## config.mk

```make
export PLATFORM = sky130hd
export DESIGN_NAME = mem_port_arbiter
export DESIGN_NICKNAME = d
export VERILOG_FILES = /design/src/rtl/mem_arb_pkg.sv /design/src/rtl/arb_watchdog.sv /design/src/rtl/mem_port_arbiter.sv
export SDC_FILE = /design/constraint.sdc
export NUM_CORES = 1
export LEC_CHECK = 0
export BUFFER_PORTS_ARGS = -buffer_cell sky130_fd_sc_hd__clkbuf_2
export CORE_MARGIN = 4
export CORE_UTILIZATION = 35
export DETAILED_ROUTE_END_ITERATION = 16
export GPL_ROUTABILITY_DRIVEN = 0
export GPL_TIMING_DRIVEN = 0
export PLACE_DENSITY_LB_ADDON = 0.12
export SLEW_MARGIN = 20
export SYNTH_ARGS = -nofsm -noshare
export SYNTH_HDL_FRONTEND = slang
export SYNTH_SLANG_ARGS = --single-unit
```

## constraint.sdc

```tcl
create_clock -name clk -period 2.2 [get_ports clk]
set_clock_uncertainty 0.1 [all_clocks]
set_input_delay 0.11 -clock clk [delete_from_list [all_inputs] [get_ports clk]]
set_output_delay 0.11 -clock clk [all_outputs]
set_load 0.03 [all_outputs]
```

## src/rtl/mem_arb_pkg.sv

```systemverilog
`default_nettype none
// ============================================================================
// Module      : mem_arb_pkg
// Description : Shared types and constants for the unified-memory port
//               arbiter (FSM state encoding, grant owner encoding, the
//               full-word byte-enable used for instruction fetches).
// Revision    : 1.0  initial release
// ============================================================================
package mem_arb_pkg;

  // Transfer sequencer states
  typedef enum logic [1:0] {
    IDLE  = 2'd0,
    ISSUE = 2'd1,
    RESP  = 2'd2
  } state_t;

  // Grant owner; the numeric value is what appears on the owner port
  typedef enum logic {
    OWN_I = 1'b0,
    OWN_D = 1'b1
  } owner_t;

  // Fetches always read a whole word
  localparam logic [3:0] BE_ALL = 4'hF;

endpackage : mem_arb_pkg
`default_nettype wire

```

## src/rtl/arb_watchdog.sv

```systemverilog
`default_nettype none
// ============================================================================
// Module      : arb_watchdog
// Description : Ack watchdog for the memory port arbiter. Counts cycles while
//               enabled and signals expiry on the TIMEOUT-th enabled cycle, so
//               a transfer can occupy at most TIMEOUT cycles before abort.
//               With TIMEOUT = 0 the counter is not built and o_expire is 0.
// Revision    : 1.0  initial release
//
// Ports
//   clk       in   clock
//   rst       in   synchronous active-high reset (counter -> 0)
//   i_clr     in   clear the counter (arbiter not in ISSUE)
//   i_en      in   count this cycle (arbiter in ISSUE)
//   o_expire  out  combinational: this is the last permitted cycle
// ============================================================================
module arb_watchdog #(
  parameter int TIMEOUT = 255
) (
  input  logic clk,
  input  logic rst,
  input  logic i_clr,
  input  logic i_en,
  output logic o_expire
);

  generate
    if (TIMEOUT == 0) begin : g_off
      // Watchdog disabled: inputs are intentionally left unused.
      logic w_unused;
      assign w_unused = &{1'b0, clk, rst, i_clr, i_en};
      assign o_expire = 1'b0;
    end else begin : g_on
      // Wide enough to hold TIMEOUT itself (value reached on the abort edge).
      localparam int             CW     = (TIMEOUT < 2) ? 1 : $clog2(TIMEOUT + 1);
      localparam logic [CW-1:0]  C_LAST = CW'(TIMEOUT - 1);
      localparam logic [CW-1:0]  C_ONE  = CW'(1);

      logic [CW-1:0] r_cnt;

      always_ff @(posedge clk) begin
        if (rst || i_clr) begin
          r_cnt <= '0;
        end else if (i_en) begin
          r_cnt <= r_cnt + C_ONE;
        end
      end

      // r_cnt counts completed ISSUE cycles, so the current cycle is the
      // TIMEOUT-th one when r_cnt == TIMEOUT-1.
      assign o_expire = i_en && (r_cnt == C_LAST);
    end
  endgenerate

endmodule : arb_watchdog
`default_nettype wire

```

## src/rtl/mem_port_arbiter.sv

```systemverilog
`default_nettype none
// ============================================================================
// Module      : mem_port_arbiter
// Description : Shares one single-port unified memory between the RV32I
//               instruction-fetch requester (I) and load/store requester (D).
//               A 3-state FSM (IDLE -> ISSUE -> RESP) serialises transfers on
//               a req/ack memory bus, returns read data plus a one-cycle done
//               pulse to the granted requester, and aborts transfers whose
//               ack never arrives (sticky err, rdata forced to 0).
// Revision    : 1.0  initial release
//
// Build option
//   ARB_ROUND_ROBIN_EN  when defined, simultaneous requests are granted to
//                       the requester that did not own the previous transfer;
//                       when undefined, D always beats I.
//
// Parameters
//   WIDTH    address/data width
//   TIMEOUT  max ISSUE cycles without m_ack before abort; 0 = no watchdog
//
// Ports (all outputs registered)
//   clk, rst                 clock, synchronous active-high reset
//   i_req/i_addr             fetch request (held until i_done) and address
//   i_rdata/i_done           fetched word, one-cycle completion pulse
//   d_req/d_we/d_addr        data request, 1 = store, byte address
//   d_wdata/d_be             store data and byte enables
//   d_rdata/d_done           load data, one-cycle completion pulse
//   m_req/m_we/m_addr        memory request, write, address
//   m_wdata/m_be             memory write data, byte enables (F on fetch)
//   m_ack/m_rdata            memory completion, read data valid with ack
//   owner                    current/last grant, 0 = I, 1 = D
//   err                      sticky watchdog-abort flag
// ============================================================================
module mem_port_arbiter
  import mem_arb_pkg::*;
#(
  parameter int WIDTH   = 32,
  parameter int TIMEOUT = 255
) (
  input  logic             clk,
  input  logic             rst,
  // instruction fetch side
  input  logic             i_req,
  input  logic [WIDTH-1:0] i_addr,
  output logic [WIDTH-1:0] i_rdata,
  output logic             i_done,
  // load/store side
  input  logic             d_req,
  input  logic             d_we,
  input  logic [WIDTH-1:0] d_addr,
  input  logic [WIDTH-1:0] d_wdata,
  input  logic [3:0]       d_be,
  output logic [WIDTH-1:0] d_rdata,
  output logic             d_done,
  // memory bus
  output logic             m_req,
  output logic             m_we,
  output logic [WIDTH-1:0] m_addr,
  output logic [WIDTH-1:0] m_wdata,
  output logic [3:0]       m_be,
  input  logic             m_ack,
  input  logic [WIDTH-1:0] m_rdata,
  // status
  output logic             owner,
  output logic             err
);

  state_t r_state;
  owner_t r_owner;

  logic w_grant_d;
  logic w_wd_en;
  logic w_wd_clr;
  logic w_expire;

  // --------------------------------------------------------------------------
  // Arbitration: decides who wins if a request is present in IDLE.
  // --------------------------------------------------------------------------
`ifdef ARB_ROUND_ROBIN_EN
  // Alternate on contention; r_owner resets to I so D wins the first tie.
  assign w_grant_d = d_req && (!i_req || (r_owner == OWN_I));
`else
  // D belongs to the older instruction, so it always goes first.
  assign w_grant_d = d_req;
`endif

  // --------------------------------------------------------------------------
  // Watchdog: counts only while a transfer is outstanding on the bus.
  // --------------------------------------------------------------------------
  assign w_wd_en  = (r_state == ISSUE);
  assign w_wd_clr = (r_state != ISSUE);

  arb_watchdog #(
    .TIMEOUT (TIMEOUT)
  ) u_watchdog (
    .clk      (clk),
    .rst      (rst),
    .i_clr    (w_wd_clr),
    .i_en     (w_wd_en),
    .o_expire (w_expire)
  );

  assign owner = r_owner;

  // --------------------------------------------------------------------------
  // Transfer FSM with registered outputs
  // --------------------------------------------------------------------------
  always_ff @(posedge clk) begin
    if (rst) begin
      r_state <= IDLE;
      r_owner <= OWN_I;
      m_req   <= 1'b0;
      m_we    <= 1'b0;
      m_addr  <= '0;
      m_wdata <= '0;
      m_be    <= '0;
      i_rdata <= '0;
      d_rdata <= '0;
      i_done  <= 1'b0;
      d_done  <= 1'b0;
      err     <= 1'b0;
    end else begin
      // done is a pulse: only the ISSUE exit raises it, for the RESP cycle
      i_done <= 1'b0;
      d_done <= 1'b0;

      case (r_state)
        IDLE: begin
          if (i_req || d_req) begin
            // Requester fields are captured here and never resampled.
            m_req   <= 1'b1;
            r_state <= ISSUE;
            if (w_grant_d) begin
              r_owner <= OWN_D;
              m_we    <= d_we;
              m_addr  <= d_addr;
              m_wdata <= d_wdata;
              m_be    <= d_be;
            end else begin
              r_owner <= OWN_I;
              m_we    <= 1'b0;
              m_addr  <= i_addr;
              m_wdata <= '0;
              m_be    <= BE_ALL;
            end
          end
        end

        ISSUE: begin
          // An ack on the expiry cycle still counts as a normal completion.
          if (m_ack) begin
            m_req   <= 1'b0;
            r_state <= RESP;
            if (r_owner == OWN_D) begin
              d_done <= 1'b1;
              if (!m_we) begin
                d_rdata <= m_rdata;
              end
            end else begin
              i_done  <= 1'b1;
              i_rdata <= m_rdata;
            end
          end else if (w_expire) begin
            m_req   <= 1'b0;
            r_state <= RESP;
            err     <= 1'b1;
            if (r_owner == OWN_D) begin
              d_done  <= 1'b1;
              d_rdata <= '0;
            end else begin
              i_done  <= 1'b1;
              i_rdata <= '0;
            end
          end
        end

        RESP: begin
          // One dead cycle lets the requester drop req before re-arbitration.
          r_state <= IDLE;
        end

        default: begin
          r_state <= IDLE;
        end
      endcase
    end
  end

endmodule : mem_port_arbiter
`default_nettype wire

```

==> out/qor.csv <==
metric,value,unit
status,"complete, no violations",
final period demand of the worst path,1.95,ns
Hold WC Path Type,primary input to flip-flop,
number of port buffers,273,
Cell Rows,45,
Synth Cell Area,0.00560,mm2
register area,0.00296,mm2
setup slack after layout,0.249,ns
maximum VDD drop,0.506,mV
"Reg clk slew, reported paths",0.06,ns
Post-synth EDFFs,0,
NumNets Final,1114,
synth warn,0,
TritonCTS Buffers,17,
drt pass-1 iters,4,
die width,134,um
unrepaired setup endpoints after global routing,no,
critical path type,flip-flop to flip-flop,
HP Start,i_req,
CTS sink count,148,
"Hold Vio Cnt, Final",0,
Via density,4.80,
share of the synthesized area in the top cell type,52.9,%
final setup vio count,0,
worst reg2reg startpoint,r_state[0],
Tightest Pin Transition,0.562,ns
layout cell share with drive strength beyond 1,33.8,%
DRC,0,
worst-path maximum fanout,10,
WP data required,2.37,ns
DIE HEIGHT,134,um
CTS HTree Levels,4,
Post-Syn Nets,688,
Ports,276,
drt wl/cell,15.4,um
Multi-input gate area,0.00240,mm2
hold path depth,4,
hpwl dp,13.2,mm
Final Routed Wirelength,18.5,mm
Cell variety after synth,34,
gr ovfl total,0,
Critical Path AT,2.12,ns
first-pass GRT wire length,29.2,mm
vias in the first global route,5977,
DP Worst Slack,0.218,ns
Area contributors post-synth,"dfxtp_1 (53%), mux2i_1 (11%), a32o_1 (5.7%), nor2_1 (5.6%), a211oi_1 (4.4%)",
CTS root buffer,clkbuf_16,
Max-cap violations,0,
total core area,0.0154,mm2
Leak,4.36,nW
Post-Synthesis Cells,548,
dominant synthesized flop cell,dfxtp_1,
Final Max Tran Viols,0,
synthesized area per cell,10.2,um2
Fill cells,1323,
Rel. slew slack,62.5,%
post-synthesis sequential area ratio,52.9,%
Power Dens Cells,799,mW/mm2
initial antenna violation count,0,
routed via count,5746,
final setup TNS,0,ns
total inserted antenna cells,0,
Post-synth ARST share,0,%
Initial DRC Count,192,
Fmax,0.512,GHz
die area,0.0181,mm2
Post-DRT Antenna Nets,0,
"FF+latch count, synth",148,
postcts setup bufs,0,
startpoint types,flip-flop,
P&R area growth vs syn,63.8,%
"area leader, netlist",dfxtp_1,
Setup crit end kind,flip-flop,
Critical path origin,r_state[0],
CTS tree,yes,
Total GRT Usage,20.0,%
clock buffer depth,2,
final period utilization,88.7,%
largest net degree at the start of global routing,17,
Worst-Skew Late Latency,0.42,ns
Starting Density,36.3,%
Worst Reg-to-Reg Cells,6,
## cell usage after synthesis (all sizes together) (2+ instances only)
cell type and count:
dfxtp 148, nor2 85, mux2i 64, nand2 34, a211oi 33, a22oi 33
nand2b 33, a32o 32, clkbuf 25, buf 23, o22ai 5, nand3 4
nor3 4, xnor2 4, a21oi 3, ha 2, inv 2, o21ai 2
## final timing paths
| check | endpoint | slack, ns |
|---|---|---|
| max | m_addr[30] | 0.25 |
| min | m_we | 0.18 |
| max reg2reg | m_addr[30] | 0.25 |
| min reg2reg | i_rdata[21] | 0.37 |
## per-stage QoR
| stage | hold WS, ns | utilization (%) | cells | power (mW) | area, um2 |
|---|---|---|---|---|---|
| 2_1_floorplan | 0.149 | - | 548 | 3.79 | 5600 |
| 3_3_place_gp | 0.242 | 46.9 | 1032 | 4.22 | 7230 |
| 3_5_place_dp | 0.249 | 46.9 | 1032 | 4.25 | 7230 |
| 4_1_cts | 0.161 | 59.5 | 1198 | 7.38 | 9170 |
| 5_1_grt | 0.218 | 59.5 | 1198 | 7.64 | 9170 |
| 6_report | 0.185 | 59.5 | 1198 | 7.33 | 9170 |
## sequential cells by signal, summed over array words and instances (netlist names)
register	count
d_done	1
d_rdata	32
err	1
i_done	1
i_rdata	32
m_addr	32
m_be	4
m_req	1
m_wdata	32
m_we	1
owner	1
r_state	2
u_watchdog.g_on.r_cnt	8
## layout make-up
class                      instances  share of cell area, %
buffer                            48                   2.48
clock buffer                      19                   4.94
clock inverter                    13                   1.64
inverter                           3                  0.123
multi-input combinational        349                   26.1
sequential                       148                   32.3
tap                              211                   2.88
timing repair buffer             407                   29.5
## power breakdown
| part | internal [mW] | switching (mW) | total (mW) |
|---|---|---|---|
| Clock | 1.75 | 1.18 | 2.93 |
| Sequential | 2.85 | 0.101 | 2.95 |
| Combinational | 0.585 | 0.864 | 1.45 |
## worst max-delay path, stage by stage (launching register included)
cell,delay (ns)
dfxtp_1,0.34
nor2_1,0.29
o21a_1,0.17
clkbuf_1,0.22
buf_2,0.28
buf_2,0.29
a211oi_1,0.12
## placed cells by master (no fill, tap or decap), drive strengths merged, types with 2 or more instances in the layout
| cell type | count |
|---|---|
| clkbuf | 317 |
| dfxtp | 148 |
| dlygate4sd3 | 134 |
| nor2 | 85 |
| mux2i | 64 |
| nand2 | 34 |
| nand2b | 33 |
| a211oi | 33 |
| a22oi | 33 |
| a32o | 32 |
| buf | 23 |
| clkinvlp | 7 |
| o22ai | 5 |
| inv | 5 |
| nand3 | 4 |
| nor3 | 4 |
| xnor2 | 4 |
| a21oi | 3 |
| ha | 2 |
| bufinv | 2 |
| clkinv | 2 |
| o21ai | 2 |
## layer usage
layer  vias up  GRT usage [%]  wire length, um
met1      2675           22.1             7390
met4         0           8.37              419
met3        34           5.37             1230
met5         -              0                0
met2       225           36.2             9430
li1       2812              -                -
## kinds of logic after synthesis
| kind of cell | synth area share, % |
|---|---|
| XOR/XNOR | 0.782 |
| flip-flops | 52.9 |
| multiplexers | 11.4 |
| adder cells (fa/ha/maj) | 0.447 |
| AO/OA/AOI/OAI | 16.4 |
| buffers and inverters | 4.27 |
| AND/OR/NAND/NOR | 13.8 |
## what timing repair did
item	in CTS	in global routing
hold buffers	134	0
resized for setup	0	0
hold endpoints to repair	136	0
Power figures use the tool's default switching activity.
